**src/rtl/uc_sched.sv**
```systemverilog
// uc_sched: unit-clause scheduler. Streams the initial unit clauses from memory,
// then drains the propagation engines' output FIFOs round-robin and broadcasts
// one literal per cycle. Detects quiescence (done) and latches conflicts.
module uc_sched #(
  parameter int unsigned NUM_ENGINE  = 4,
  parameter int unsigned LIT_IDX_MAX = 127,
  parameter int unsigned LIT_W       = $clog2(LIT_IDX_MAX) + 1
) (
  input  logic                          clk,
  input  logic                          rst,
  input  logic                          start,
  input  logic                          mem_valid,
  input  logic [LIT_W-1:0]              mem_lit,
  input  logic                          mem_done,
  output logic                          mem_ready,
  input  logic [NUM_ENGINE-1:0]         eng_empty,
  input  logic [NUM_ENGINE*LIT_W-1:0]   eng_lit,
  output logic [NUM_ENGINE-1:0]         eng_rd,
  input  logic [NUM_ENGINE-1:0]         eng_full,
  input  logic [NUM_ENGINE-1:0]         eng_idle,
  input  logic                          conflict_in,
  output logic                          bcast_valid,
  output logic [LIT_W-1:0]              bcast_lit,
  output logic [NUM_ENGINE-1:0]         engmask,
  output logic                          done,
  output logic                          conflict
);

  localparam int unsigned IDX_W  = (NUM_ENGINE > 1) ? $clog2(NUM_ENGINE) : 1;
  localparam int unsigned QCNT_W = 2;

  typedef enum logic [2:0] {
    S_IDLE,
    S_LOAD,
    S_RUN,
    S_DONE,
    S_CONFLICT
  } state_t;

  state_t              state;
  state_t              state_nxt;

  logic [IDX_W-1:0]    ptr;
  logic [IDX_W-1:0]    ptr_nxt;
  logic [QCNT_W-1:0]   qcnt;
  logic [QCNT_W-1:0]   qcnt_nxt;

  logic                stall;
  logic                quiet;
  logic                restart;
  logic                accept;
  logic                pop;
  logic                grant_vld;
  logic [IDX_W-1:0]    grant;
  logic [IDX_W-1:0]    cand;
  logic [LIT_W-1:0]    grant_lit;
  logic [NUM_ENGINE-1:0] grant_oh;

  logic                bv_nxt;
  logic [LIT_W-1:0]    bl_nxt;
  logic [NUM_ENGINE-1:0] em_nxt;

  // Backpressure and quiescence qualifiers
  always_comb begin
    stall   = |eng_full;
    quiet   = (&eng_empty) && (&eng_idle) && !bcast_valid;
    restart = start && ((state == S_IDLE) || (state == S_DONE) || (state == S_CONFLICT));
  end

  // Round-robin search: first non-empty engine at or after the pointer, with wrap
  always_comb begin
    grant_vld = 1'b0;
    grant     = '0;
    cand      = '0;
    for (int unsigned k = 0; k < NUM_ENGINE; k++) begin
      cand = IDX_W'((32'(ptr) + k) % NUM_ENGINE);
      if (!grant_vld && !eng_empty[cand]) begin
        grant_vld = 1'b1;
        grant     = cand;
      end
    end
  end

  // Head literal and one-hot of the granted engine
  always_comb begin
    grant_lit = '0;
    grant_oh  = '0;
    for (int unsigned i = 0; i < NUM_ENGINE; i++) begin
      if (grant == IDX_W'(i)) begin
        grant_lit   = eng_lit[i*LIT_W +: LIT_W];
        grant_oh[i] = 1'b1;
      end
    end
  end

  // State register
  always_ff @(posedge clk or negedge rst) begin
    if (!rst) begin
      state <= S_IDLE;
    end else begin
      state <= state_nxt;
    end
  end

  // Next-state logic; conflict outranks quiescence and start is ignored mid-solve
  always_comb begin
    state_nxt = state;
    case (state)
      S_IDLE: begin
        if (start) state_nxt = S_LOAD;
      end
      S_LOAD: begin
        if (conflict_in)               state_nxt = S_CONFLICT;
        else if (mem_done && !accept)  state_nxt = S_RUN;
      end
      S_RUN: begin
        if (conflict_in)                           state_nxt = S_CONFLICT;
        else if (quiet && (qcnt == QCNT_W'(1)))    state_nxt = S_DONE;
      end
      S_DONE: begin
        if (start) state_nxt = S_LOAD;
      end
      S_CONFLICT: begin
        if (start) state_nxt = S_LOAD;
      end
      default: state_nxt = S_IDLE;
    endcase
  end

  // Output logic: combinational handshakes plus next values of the broadcast register
  always_comb begin
    mem_ready = 1'b0;
    accept    = 1'b0;
    pop       = 1'b0;
    eng_rd    = '0;
    bv_nxt    = 1'b0;
    bl_nxt    = '0;
    em_nxt    = '0;
    case (state)
      S_LOAD: begin
        mem_ready = !stall && !conflict_in;
        accept    = mem_valid && mem_ready;
        if (accept && (mem_lit != '0)) begin
          bv_nxt = 1'b1;
          bl_nxt = mem_lit;
          em_nxt = '1;
        end
      end
      S_RUN: begin
        pop = grant_vld && !stall && !conflict_in;
        if (pop) begin
          eng_rd = grant_oh;
          // Zero head literal is discarded without a broadcast
          if (grant_lit != '0) begin
            bv_nxt = 1'b1;
            bl_nxt = grant_lit;
            em_nxt = ~grant_oh;
          end
        end
      end
      default: begin
      end
    endcase
  end

  // Pointer and quiet-counter next values
  always_comb begin
    ptr_nxt  = ptr;
    qcnt_nxt = '0;
    if (restart) begin
      ptr_nxt = '0;
    end else if (pop) begin
      ptr_nxt = (32'(grant) == NUM_ENGINE - 1) ? '0 : grant + IDX_W'(1);
    end
    if ((state == S_RUN) && quiet) begin
      qcnt_nxt = (qcnt == QCNT_W'(2)) ? qcnt : qcnt + QCNT_W'(1);
    end
  end

  // Registered broadcast, status and arbitration state
  always_ff @(posedge clk or negedge rst) begin
    if (!rst) begin
      bcast_valid <= 1'b0;
      bcast_lit   <= '0;
      engmask     <= '0;
      done        <= 1'b0;
      conflict    <= 1'b0;
      ptr         <= '0;
      qcnt        <= '0;
    end else begin
      bcast_valid <= bv_nxt;
      bcast_lit   <= bl_nxt;
      engmask     <= em_nxt;
      done        <= (state_nxt == S_DONE);
      conflict    <= (state_nxt == S_CONFLICT);
      ptr         <= ptr_nxt;
      qcnt        <= qcnt_nxt;
    end
  end

endmodule

```
**config.mk**
```make
export PLATFORM = sky130hd
export DESIGN_NAME = uc_sched
export DESIGN_NICKNAME = d
export VERILOG_FILES = /design/src/rtl/uc_sched.sv
export SDC_FILE = /design/constraint.sdc
export NUM_CORES = 1
export LEC_CHECK = 0
export BUFFER_PORTS_ARGS = -buffer_cell sky130_fd_sc_hd__buf_4
export CAP_MARGIN = 20
export CORE_MARGIN = 3
export CORE_UTILIZATION = 44
export DETAILED_ROUTE_END_ITERATION = 12
export PLACE_DENSITY = 0.8
export SETUP_SLACK_MARGIN = 0.15
export SLEW_MARGIN = 20
export SYNTH_ARGS = -nofsm -noshare
export SYNTH_HDL_FRONTEND = slang
export SYNTH_SLANG_ARGS = --single-unit
```
**constraint.sdc**
```tcl
create_clock -name clk -period 3.2 [get_ports clk]
set_input_delay 0.32 -clock clk [delete_from_list [all_inputs] [get_ports clk]]
set_output_delay 0.32 -clock clk [all_outputs]
set_load 0.02 [all_outputs]
```
# --- After elaboration in Yosys (flattened, before gate mapping) ---
# Cells that the tools add are included.
# W data, S select, Z words.
totals:
  regBits: 22
  input_bits: 58
  out_inout_bits: 20
  word_cells: 116
op_classes:
  addsub: 5
  order_cmp: 4
  eq_ne: 12
  muxes: 52
  n_bitwise: 1
  reduce_logical: 34
ops:
  columns: ["op", "count"]
  rows:
  - ["$mux W8", 7]
  - ["$mux W4", 5]
  - ["$mux W1", 18]
  - ["$mux W2", 9]
  - ["$pmux W8 S2", 1]
  - ["$reduce_bool A8 Y1", 2]
  - ["$mux W3", 5]
  - ["$logic_and A1 B1 Y1", 14]
  - ["$lt A2 B3 Y1 const B", 4]
  - ["$eq A3 B2 Y1 const B", 3]
  - ["$logic_not A1 Y1", 9]
  - ["$pmux W3 S3", 1]
  - ["$bmux W1 S2", 4]
  - ["$pmux W4 S2", 1]
  - ["$reduce_and A4 Y1", 2]
  - ["$add A2 B1 Y2 const B", 3]
  - ["$eq A2 B2 Y1 const B", 3]
  - ["$eq A3 B3 Y1 const B", 2]
  - ["$add A2 B2 Y2 const B", 2]
  - ["$eq A2 B1 Y1 const B", 2]
  - ["$not A4 Y4", 1]
  - ["$reduce_or A4 Y1", 1]
  - ["$eq A3 B1 Y1 const B", 1]
  - ["$logic_not A3 Y1", 1]
  - ["6 further kinds", 7]

# --- Depth between registers and ports, before layout ---
# Gate-level depths: netlist of the first run.
logic_depth:
  word_depth: 21
  ltp_mapped: 12
  depth_no_buf: 11

# --- Worst setup path before layout of the first run ---
# OpenSTA, ideal clock, no wires.
synth_timing:
  path_type: "reg2reg"
  startpoint: "register ptr[0]"
  endpoint: "register bcast_valid"
  setup_time_ns: 0.137
  arrival_ns: 2.657
  t_required_ns: 3.063
  slack_ns: 0.406
  stages_incl_launch_ff: 13
  n_path_buf: 1
  period_less_slack_ns: 2.794
  cell_sequence: "dfrtp_1 > nor2_1 > a21oi_1 > nor2_1 > a221oi_1 > inv_1 > ha_1 > or2_2 > clkbuf_1 > a221oi_1 > o22ai_1 > nor4_4 > o21ai_0"
synth_between:
  elab_chain_len: 21
  elab_cells_between_ends: 41
  cone_classes: "add/sub: 3; eq/ne: 3; mux: 23; reduce/logical: 12"
synth_lines:
  columns: ["element", "line_no", "rtl"]
  rows:
  - ["start, declared", "43", "logic [IDX_W-1:0] ptr;"]
  - ["start signal, assigned", "196", "ptr <= ptr_nxt;"]
  - ["$add A2 B1 Y2", "76", "cand = IDX_W'((32'(ptr) + k) % NUM_ENGINE);"]
  - ["$bmux W1 S2", "77", "if (!grant_vld && !eng_empty[cand]) begin"]
  - ["$mux W1 (not written as such)", "77", null]
  - ["$logic_not A1 Y1", "77", null]
  - ["$logic_and A1 B1 Y1", "77", null]
  - ["$mux W1", "77", null]
  - ["$logic_not A1 Y1", "77", null]
  - ["$logic_and A1 B1 Y1", "77", null]
  - ["[3 not listed]", null, null]
  - ["$mux W2", "77", null]
  - ["$logic_not A2 Y1", "89", "if (grant == IDX_W'(i)) begin"]
  - ["$mux W8 (4 in series)", "89", null]
  - ["$reduce_bool A8 Y1", "154", "if (grant_lit != '0) begin"]
  - ["$mux W1", "154", null]
  - ["$mux W1 *", "151", "if (pop) begin"]
  - ["$pmux W1 S2 *", "139", "case (state)"]
  - ["named net bv_nxt", "59", "logic bv_nxt;"]
  - ["end signal, assigned", "191", "bcast_valid <= bv_nxt;"]
  - ["end, declared", "22", "output logic bcast_valid,"]
# Mark *: on every way through the listed nets, which the timed path passes. The rest lies on a longest branch. The select of a mux whose other input is x is not followed.
# A chain may end at the register's enable or synchronous reset.

# --- Worst setup path after layout of the first run ---
layout_timing:
  startpoint: "register ptr[0]"
  endpoint: "register engmask[3]"
layout_between:
  elab_chain_len: 21
  elab_cells_between_ends: 43
  cone_classes: "add/sub: 3; eq/ne: 3; mux: 24; bitwise: 1; reduce/logical: 12"
layout_lines:
  columns: ["element", "line_no", "rtl"]
  rows:
  - ["$add A2 B1 Y2", "76", null]
  - ["$bmux W1 S2", "77", null]
  - ["$mux W1 (not written as such)", "77", null]
  - ["$logic_not A1 Y1", "77", null]
  - ["$logic_and A1 B1 Y1", "77", null]
  - ["$mux W1", "77", null]
  - ["$logic_not A1 Y1", "77", null]
  - ["$logic_and A1 B1 Y1", "77", null]
  - ["[3 not listed]", null, null]
  - ["$mux W2", "77", null]
  - ["$logic_not A2 Y1", "89", null]
  - ["$mux W8 (4 in series)", "89", null]
  - ["$reduce_bool A8 Y1", "154", null]
  - ["$mux W4", "154", null]
  - ["$mux W4 *", "151", null]
  - ["$pmux W4 S2 *", "139", null]
  - ["named net em_nxt[3]", "61", "logic [NUM_ENGINE-1:0] em_nxt;"]
  - ["end signal, assigned", "193", "engmask <= em_nxt;"]
  - ["end, declared", "24", "output logic [NUM_ENGINE-1:0] engmask,"]
# Marked as above.

==> results.txt, run 1 <==
- The number of pins with negative max-slew slack in the final report was 0.
* Category of the most critical setup path: reg -> reg
* Maximum number of pins on one net before global-route repair: 23
* #FFs+latches synth: 22
- In this run the tool buffered the top-level ports with slightly below 80 buffer cells.
* Mean area per synthesized cell: between 9 and 10 sq um
* DRC marker count from the first detailed-route iteration: 60
- Final worst path period need: 2.84 ns
- Sinks on the clock net: 22
- After synthesis, flip-flops and latches occupy approximately 40% of the total area.
- Relative to the synthesized area, the layout overhead comes to 55.5%.
- Between clock sinks in the finished design, the worst skew comes to about 0.0029 ns.
- The signal on the critical path passes through nor2_1 -> a21oi_1 -> nor2_1 -> a221oi_2 -> buf_4 -> ha_1 -> clkinvlp_4 -> o221ai_1 -> o21ai_0 -> nor4_4 -> o31ai_1.
- In this run the critical register-to-register path is captured at engmask[3].
- Antenna violations before repair: 0
* Total leakage power: between 1 and 1.5 nW
- Most repeated library cell on the critical path: sky130_fd_sc_hd__nor2_1
- The pre-antenna-repair detailed-routing pass consisted of 4 iterations.
- Routed length per placed instance: roughly 17 um
* Result of the run: finished clean
- Commonest cells after routing, fill and taps aside: 80 x sky130_fd_sc_hd__buf_4, 22 x sky130_fd_sc_hd__dfrtp_1, 13 x sky130_fd_sc_hd__nand2_1
* Floorplan die area: approximately 3800 sq um
* Peak supply drop: between 200 and 250 uV
* Vias per cell: ~5.7
- In this run, distinct cell masters in the synthesized netlist total 40.
* Crit. Startpoint: ptr[0]
* Sum of routed wire length over all layers: between 4 and 5 mm
* Worst reg2reg path startpoint: ptr[0]
- Warning count from the yosys run: 0
* CP peak stage delay: approximately 0.41 ns
- Library cell used as clock root buffer: sky130_fd_sc_hd__clkbuf_4
* Setup slack of the worst register-to-register path: between 0.3 and 0.4 ns
- STA puts the critical path data required time at approximately 3.4 ns.
- Remaining max-slew budget at the tightest pin: around 60%
- Placer congestion estimate: slightly below 0.9
- Slack of the critical path: about 0.36 ns
* Instance count of the mapped netlist: approximately 150
- Hold/Removal Path Class: in -> reg
* Tightest Pin Transition: just over 0.6 ns
* Post-route clock period utilization: between 80% and 90%
- Number of synthesized flops with an enable pin: 0
- The cell family contributing the most delay on the critical path is compound AO/OA/AOI/OAI gates.
- Global-route wire length before repair: around 6 mm
- Of all nets on the critical path, the largest fanout is 9.
- Slowest cell on the critical path: sky130_fd_sc_hd__dfrtp_1
* FF-to-FF path depth: 11
- Number of nets in the finished design: 290
- Clock buffers created by TritonCTS: 3
- Maximum buffer depth of the clock tree: 2
- Global route overflow: 0
- Once the floorplan was initialized, standard cells occupied slightly below 50% of the core.
* Placement Setup Slack: just under 0.07 ns
* Core box area: around 2900 sq um
- Of all flip-flops after synthesis, the portion carrying an async set or reset was between 90% and 100%.
- Horizontal die dimension: between 60 and 70 um
- The floorplan has 19 rows.
* GRT Util Overall: 21.5%
- DRC violations left: 0
* Clock latency on the worst-skew pair: roughly 0.31 ns
- Post-Synthesis Net Count: 209
- For this design the ratio of total power to cell area is 393 nW/um^2.
* H-tree depth reported by CTS: 1
* Unrepaired setup endpoints after global routing: false
- Based on the critical path, the design can be clocked at up to between 0.3 and 0.4 GHz.
* Arrival time at the worst endpoint: roughly 3.0 ns
* Final Power: 0.839 mW
- Across the run, the number of max-cap violations was 0.
- For this run, the leading register cell type out of synthesis is sky130_fd_sc_hd__dfrtp_1.
- Clock transition at the registers of the reported paths: ~0.12 ns
- ANT cells: 0
- Setup Total Neg Slack: 0 ns
- Most frequent standard cell in the layout excluding fill and tap cells: sky130_fd_sc_hd__buf_4
* Startpoint type of the worst setup path: flip-flop
* ANT nets after route: 0
* Number of fillers in the final layout: between 200 and 250
- In this run the cell area of the synthesized design comes to between 1000 and 1500 sq um.
* Critical path buffer and inverter count: 2
- I/O pin cnt: 78
- The number of global-route vias before repair came to roughly 1400.
* Hold Path Origin: mem_lit[6]
- Critical Path Sink Type: flip-flop
* Terminating pin of the worst hold path: bcast_lit[6]
- Die span in y: approximately 60 um
- Ratio of cells with drive above 1 in the final layout: ~46%
- The final number of hold-violating endpoints is 0.
- Depth of the worst hold-timing path: 3
* CTS tree: yes
- Setup violations remaining at the end of the flow were counted as 0.
* Detailed-placement wirelength estimate: between 3 and 4 mm
- The detailed router placed roughly 1500 vias in this run.
==> worst register-to-register path: cells and delay by family, from the launching register on <==
kind                       cells  cell delay [ns]
AOI/OAI and AO/OA              5             1.07
adders and majority gates      1             0.28
buffers and inverters          2             0.41
DFF                            1             0.41
and+or+nand+nor                3             0.54
==> Yosys cell counts (2+ instances only) <==
cell	instances	share of area [%]
sky130_fd_sc_hd__ha_1	6	5.5
sky130_fd_sc_hd__nor2_1	10	2.7
sky130_fd_sc_hd__nor4_1	2	0.91
sky130_fd_sc_hd__nand2b_1	2	0.91
sky130_fd_sc_hd__or3b_2	2	1.3
sky130_fd_sc_hd__o21ai_0	7	2.6
sky130_fd_sc_hd__o31ai_1	11	6.0
sky130_fd_sc_hd__o22ai_1	12	5.5
sky130_fd_sc_hd__clkbuf_1	4	1.1
sky130_fd_sc_hd__nand3b_1	2	1.1
sky130_fd_sc_hd__and2_1	4	1.8
sky130_fd_sc_hd__nand2_1	13	3.6
sky130_fd_sc_hd__a21oi_1	3	1.1
sky130_fd_sc_hd__nor2b_1	2	0.91
sky130_fd_sc_hd__nand4_1	2	0.91
sky130_fd_sc_hd__nor4_4	2	3.1
sky130_fd_sc_hd__inv_1	8	2.2
sky130_fd_sc_hd__a21boi_0	2	1.1
sky130_fd_sc_hd__xor2_1	2	1.3
sky130_fd_sc_hd__dfrtp_1	22	40
sky130_fd_sc_hd__a221oi_1	8	5.1
==> worst max-delay path by stage <==
stage / depth (start not counted) / endpoint / slack [ns]
final: 11 / engmask[3] / 0.36
after global routing: 11 / bcast_valid / 0.11
after CTS: 11 / bcast_valid / 0.26
after detailed placement: 11 / engmask[3] / 0.07
after global placement: 11 / bcast_valid / 0.15
after floorplan: 12 / bcast_valid / 0.41
==> power by group <==
part,leakage [nW],internal [mW],switching [mW]
logic,0.692,0.144,0.145
registers,0.303,0.305,0.0317
clock network,0.0279,0.127,0.0872
==> layer usage <==
metal | vias up | track usage [%] | wire, um | share of wire, %
met5 | - | 0 | 0 | 0
met4 | 0 | 8.18 | 53 | 1.2
met3 | 4 | 2.27 | 217 | 5.1
met2 | 54 | 35.9 | 2230 | 52
met1 | 691 | 28.8 | 1780 | 42
li1 | 716 | - | - | -
==> state kept, by name (all words and copies together) (netlist names) <==
signal,cells
state,3
bcast_lit,8
engmask,4
qcnt,2
ptr,2
done,1
bcast_valid,1
conflict,1
==> area by class of cell <==
class                           instances  area, sq um  share of cell area [%]
Clock buffer                            3         22.5                    1.06
Sequential cell                        22          551                    25.8
Timing Repair Buffer                   81          611                    28.6
Inverter                                9         37.5                    1.76
Clock inverter                          1         30.0                    1.41
Tap cell                               31         38.8                    1.82
Multi-Input combinational cell        109          845                    39.6
==> repair_timing <==
action / in CTS / in global routing
gates resized for setup: 1 / 13
endpoints found under the setup margin: 5 / 5
setup buffers: 0 / 3
hold buffers: 1 / 0
endpoints found under the hold margin: 22 / 0
pin swaps: 0 / 1
cloned: 0 / 0
==> per-stage QoR <==
| stage | instance area [sq um] | instances | util (%) | hold WS, ns |
|---|---|---|---|---|
| floorplan | 1370 | 145 | - | 0.0244 |
| global placement | 1970 | 248 | 68.9 | 0.215 |
| detailed placement | 1970 | 248 | 68.9 | 0.222 |
| CTS | 2040 | 253 | 71.4 | 0.211 |
| global route | 2130 | 256 | 74.8 | 0.211 |
| finish | 2130 | 256 | 74.8 | 0.214 |
==> logic make-up (layout without fill, tap and decap cells) <==
kind of cell / Yosys count / in the layout / synth area share (%)
DFF: 22 / 22 / 40.1
buffers and inverters: 14 / 94 / 4.10
xor gates and xnor gates: 2 / 2 / 1.28
and+or+nand+nor: 50 / 50 / 22.2
muxes: 1 / 1 / 0.820
AOI/OAI and AO/OA: 50 / 50 / 26.1
adders and majority gates: 6 / 6 / 5.47
Power figures use the tool's default switching activity.
==> run 2: changes to the inputs <==
--- a/config.mk
+++ b/config.mk
@@ -8,9 +8,9 @@
 export BUFFER_PORTS_ARGS = -buffer_cell sky130_fd_sc_hd__buf_4
 export CAP_MARGIN = 20
 export CORE_MARGIN = 3
-export CORE_UTILIZATION = 44
+export CORE_UTILIZATION = 39
 export DETAILED_ROUTE_END_ITERATION = 12
-export PLACE_DENSITY = 0.8
+export PLACE_DENSITY = 0.75
 export SETUP_SLACK_MARGIN = 0.15
 export SLEW_MARGIN = 20
 export SYNTH_ARGS = -nofsm -noshare
==> constraint.sdc (replaced) <==
create_clock -name clk -period 2.4 [get_ports clk]
set_input_delay 0.24 -clock clk [delete_from_list [all_inputs] [get_ports clk]]
set_output_delay 0.24 -clock clk [all_outputs]
set_load 0.02 [all_outputs]
==> run 2 against run 1 <==
The flow now finishes with violations (setup timing). Cell area up 15%. Setup slack got worse by 0.59 ns. Sequential power up 34%. Clock-buffer cell count up 1. Sequential cell count unchanged.
==> results.txt, run 2 (synthesis results as in run 1) <==
- The number of DRC markers after the initial detailed-route iteration is 56 (-6.7%).
* Final Power: 1.13 mW (+35%)
- CTS tree: yes
- The transition time of the tightest slew-check pin is 0.587 ns (-0.0176 ns).
- Worst Setup EP: engmask[2]
- Worst reg2reg path startpoint: ptr[0]
- Vias per cell: 5.45 (-4.8%)
* Sequential share of power: 40.0% (about the same)
- The final number of hold-violating endpoints is 0 (unchanged).
* DRC violations left: 0 (unchanged)
- The antenna violation net count after detailed routing was 0 (unchanged).
- The number of primary I/O pins came to 78 (unchanged).
* Placer congestion estimate: 0.830 (-5.3%)
* Global route overflow: 0 (unchanged)
- Number of nets in the finished design: 312 (+7.6%)
* ANT cells: 0 (unchanged)
- The logic gate share of total power came to 41.8% (+7.4 points).
- The post-route clock period utilization is 110% (+21 points).
* Sum of routed wire length over all layers: 5.02 mm (+17%)
- H-tree depth reported by CTS: 1 (unchanged)
* Routed length per placed instance: 17.2 um (+3.0%)
* Ratio of cells with drive above 1 in the final layout: 57.5% (+11 points)
- Count of input and output buffers: 77 (unchanged)
* GRT Util Overall: 22.0% (+0.50 points)
- Peak supply drop: 247 uV (+23%)
- The number of non-filler instances in the completed layout is 291 (+14%).
- The placement row count is 20 (+1).
- Antenna violations before repair: 0 (unchanged)
* Combined flip-flop and latch cell area: 551 sq um (unchanged)
- The arrival time of data at the critical path endpoint was 2.82 ns (-0.21 ns).
- Final worst path period need: 2.64 ns (-0.207 ns)
* Library cell used as clock root buffer: sky130_fd_sc_hd__clkbuf_4
- Remaining max-slew budget at the tightest pin: 60.6% (+1.0 points)
- Switching part of the total: 34.2% (+2.8 points)
- Total leakage power: 1.16 nW (+14%)
* Register with the most flip-flops: bcast_lit
- Clock latency on the worst-skew pair: 0.31 ns (about the same)
* Hold/Removal Path Class: in -> reg
- Maximum buffer depth of the clock tree: 2 (unchanged)
* Maximum number of pins on one net before global-route repair: 23 (unchanged)
- Total power divided by cell area: 462 nW/um^2 (+17%)
* Number of search-and-repair iterations in the first detailed-routing pass: 4 (unchanged)
* Final slew viol count: 0 (unchanged)
- Die span in y: 65.3 um (+5.6%)
- Detailed-placement wirelength estimate: 3.86 mm (+17%)
* Number of fillers in the final layout: 239 (+14%)
- Initial core utilization: 42.9% (-5.3 points)
- From synthesis to final layout, the design area changed by 78.6%.
- Category of the most critical setup path: reg -> reg
- The first-pass GRT wire length is 7.22 mm (+20%).
* Unrepaired setup endpoints after global routing: true
- The TritonCTS buffer count was 3 (unchanged).
- The total vias in the final route came to 1585 (+8.2%).
* Setup slack of the worst register-to-register path: -0.24 ns (-0.59 ns)
- The internal power consumption was 0.744 mW (+29%).
- The power share of the clock group is 18.1% (-7.4 points).
- Crit. Startpoint: ptr[0]
* Number of setup violations in the final report: 5 (+5)
* Result of the run: finished with violations
* FF-to-FF path depth: 11 (unchanged)
- In this run the critical register-to-register path is captured at engmask[2].
- The required time at the endpoint of the critical path was 2.58 ns (-0.80 ns).
- The power spent charging and discharging nets was 0.387 mW (+47%).
- In the layout the commonest cells are 97 x sky130_fd_sc_hd__buf_4, 22 x sky130_fd_sc_hd__dfrtp_1, 13 x sky130_fd_sc_hd__nand2_1.
- Biggest registers after layout: bcast_lit x8, engmask x4, state x3
* Floorplan die area: 4270 sq um (+12%)
* Flip-flop count of the largest register after layout: 8 (unchanged)
- Number of global-route vias before repair: 1594 (+18%)
* Failing checks: setup timing
- Maximum fanout along the worst path: 7 (-2)
* Critical Path Sink Type: flip-flop
- Core box area: 3200 sq um (+12%)
* FMAX: 0.379 GHz (+7.9%)
* Sinks on the clock net: 22 (unchanged)
* Max cap viols: 0 (unchanged)
- Combined area of the multi-input logic cells: 978 sq um (+16%)
* Setup Total Neg Slack: -1.08 ns (-1.08 ns)
- The clock slew at the register clock pins of the worst setup and hold paths is 0.13 ns (about the same).
- STA classifies the critical path startpoint as a flip-flop.
- Slack of the critical path: -0.236 ns (-0.593 ns)
- Worst clock skew: 0.0126 ns (+0.00967 ns)
- The library cell used most frequently in the layout, excluding fill and tap cells, is sky130_fd_sc_hd__buf_4.
- Instance count after placement with tap cells included: 278 (+12%)
- Horizontal die dimension: 65.3 um (+5.6%)
run 2: cell count changes in the layout (fill, tap and decap cells not counted), moves of 2 or more:
cell and delta:
sky130_fd_sc_hd__a221oi_2 -5, sky130_fd_sc_hd__and2_1 -3, sky130_fd_sc_hd__o22ai_2 +2, sky130_fd_sc_hd__o21ai_0 -2, sky130_fd_sc_hd__and2_4 +3, sky130_fd_sc_hd__a221oi_4 +5, sky130_fd_sc_hd__o22ai_1 -2, sky130_fd_sc_hd__buf_6 +5
sky130_fd_sc_hd__buf_4 +17, sky130_fd_sc_hd__ha_4 +2, sky130_fd_sc_hd__ha_1 -3
run 2: metal layers:
layer | GRT usage [%] | wire [um] | vias up
met1 | 27.5 | 2010 | 765
met4 | 8.29 | 78 | 0
met3 | 2.91 | 224 | 10
met5 | 0 | 0 | -
met2 | 38.4 | 2700 | 54
li1 | - | - | 756
run 2: final cells by class:
type,instances,share of cell area (%)
well taps,44,2.25
flip-flops and latches,22,22.5
multi-input cells,109,39.9
clock buffers,4,1.48
repair buffers,103,32.4
inverters,9,1.48
run 2: worst max-delay path, stage by stage (launching register included):
cell	delay, ns
sky130_fd_sc_hd__dfrtp_1	0.43
sky130_fd_sc_hd__nor2_2	0.07
sky130_fd_sc_hd__a21oi_2	0.11
sky130_fd_sc_hd__nor2_1	0.06
sky130_fd_sc_hd__a221oi_2	0.23
sky130_fd_sc_hd__inv_1	0.14
sky130_fd_sc_hd__ha_4	0.20
sky130_fd_sc_hd__or2_4	0.31
sky130_fd_sc_hd__a221oi_4	0.27
sky130_fd_sc_hd__o22ai_2	0.14
sky130_fd_sc_hd__nor4_4	0.41
sky130_fd_sc_hd__o31ai_1	0.14
run 2: metrics by stage:
stage,setup WS (ns),instance area (sq um),hold slack (ns),util (%)
floorplan,-0.0480,1480,-0.0556,-
global placement,-0.152,2190,0.136,68.4
detailed placement,-0.327,2190,0.140,68.4
CTS,-0.126,2340,0.141,73.1
global route,-0.386,2450,0.134,76.5
finish,-0.236,2450,0.150,76.5
run 2: how the worst min path moves through the flow:
| stage | from | end | slack, ns | cells after the start |
|---|---|---|---|---|
| after CTS | conflict_in | state[0] | 0.14 | 2 |
| after detailed placement | rst | ptr[0] | 0.14 | 1 |
| after floorplan | rst | bcast_lit[0] | -0.06 | 0 |
| after global routing | conflict_in | state[0] | 0.13 | 2 |
| final | conflict_in | state[0] | 0.15 | 2 |
| after global placement | rst | ptr[0] | 0.14 | 1 |
run 2: power groups by stage:
| stage | Clock, mW | Combinational, mW | Sequential (mW) |
|---|---|---|---|
| after floorplan | 0 | 0.238 | 0.453 |
| after detailed placement | 0 | 0.408 | 0.458 |
| after global placement | 0 | 0.397 | 0.454 |
| final | 0.205 | 0.473 | 0.453 |
| after CTS | 0.207 | 0.447 | 0.451 |
| after global routing | 0.224 | 0.504 | 0.458 |
run 2: repair_timing:
item	4_1_cts	5_1_grt
endpoints found under the setup margin	15	15
hold buffers	1	0
resized for setup	15	17
buffers inserted	3	5
endpoints found under the hold margin	22	0
pin swaps	6	6
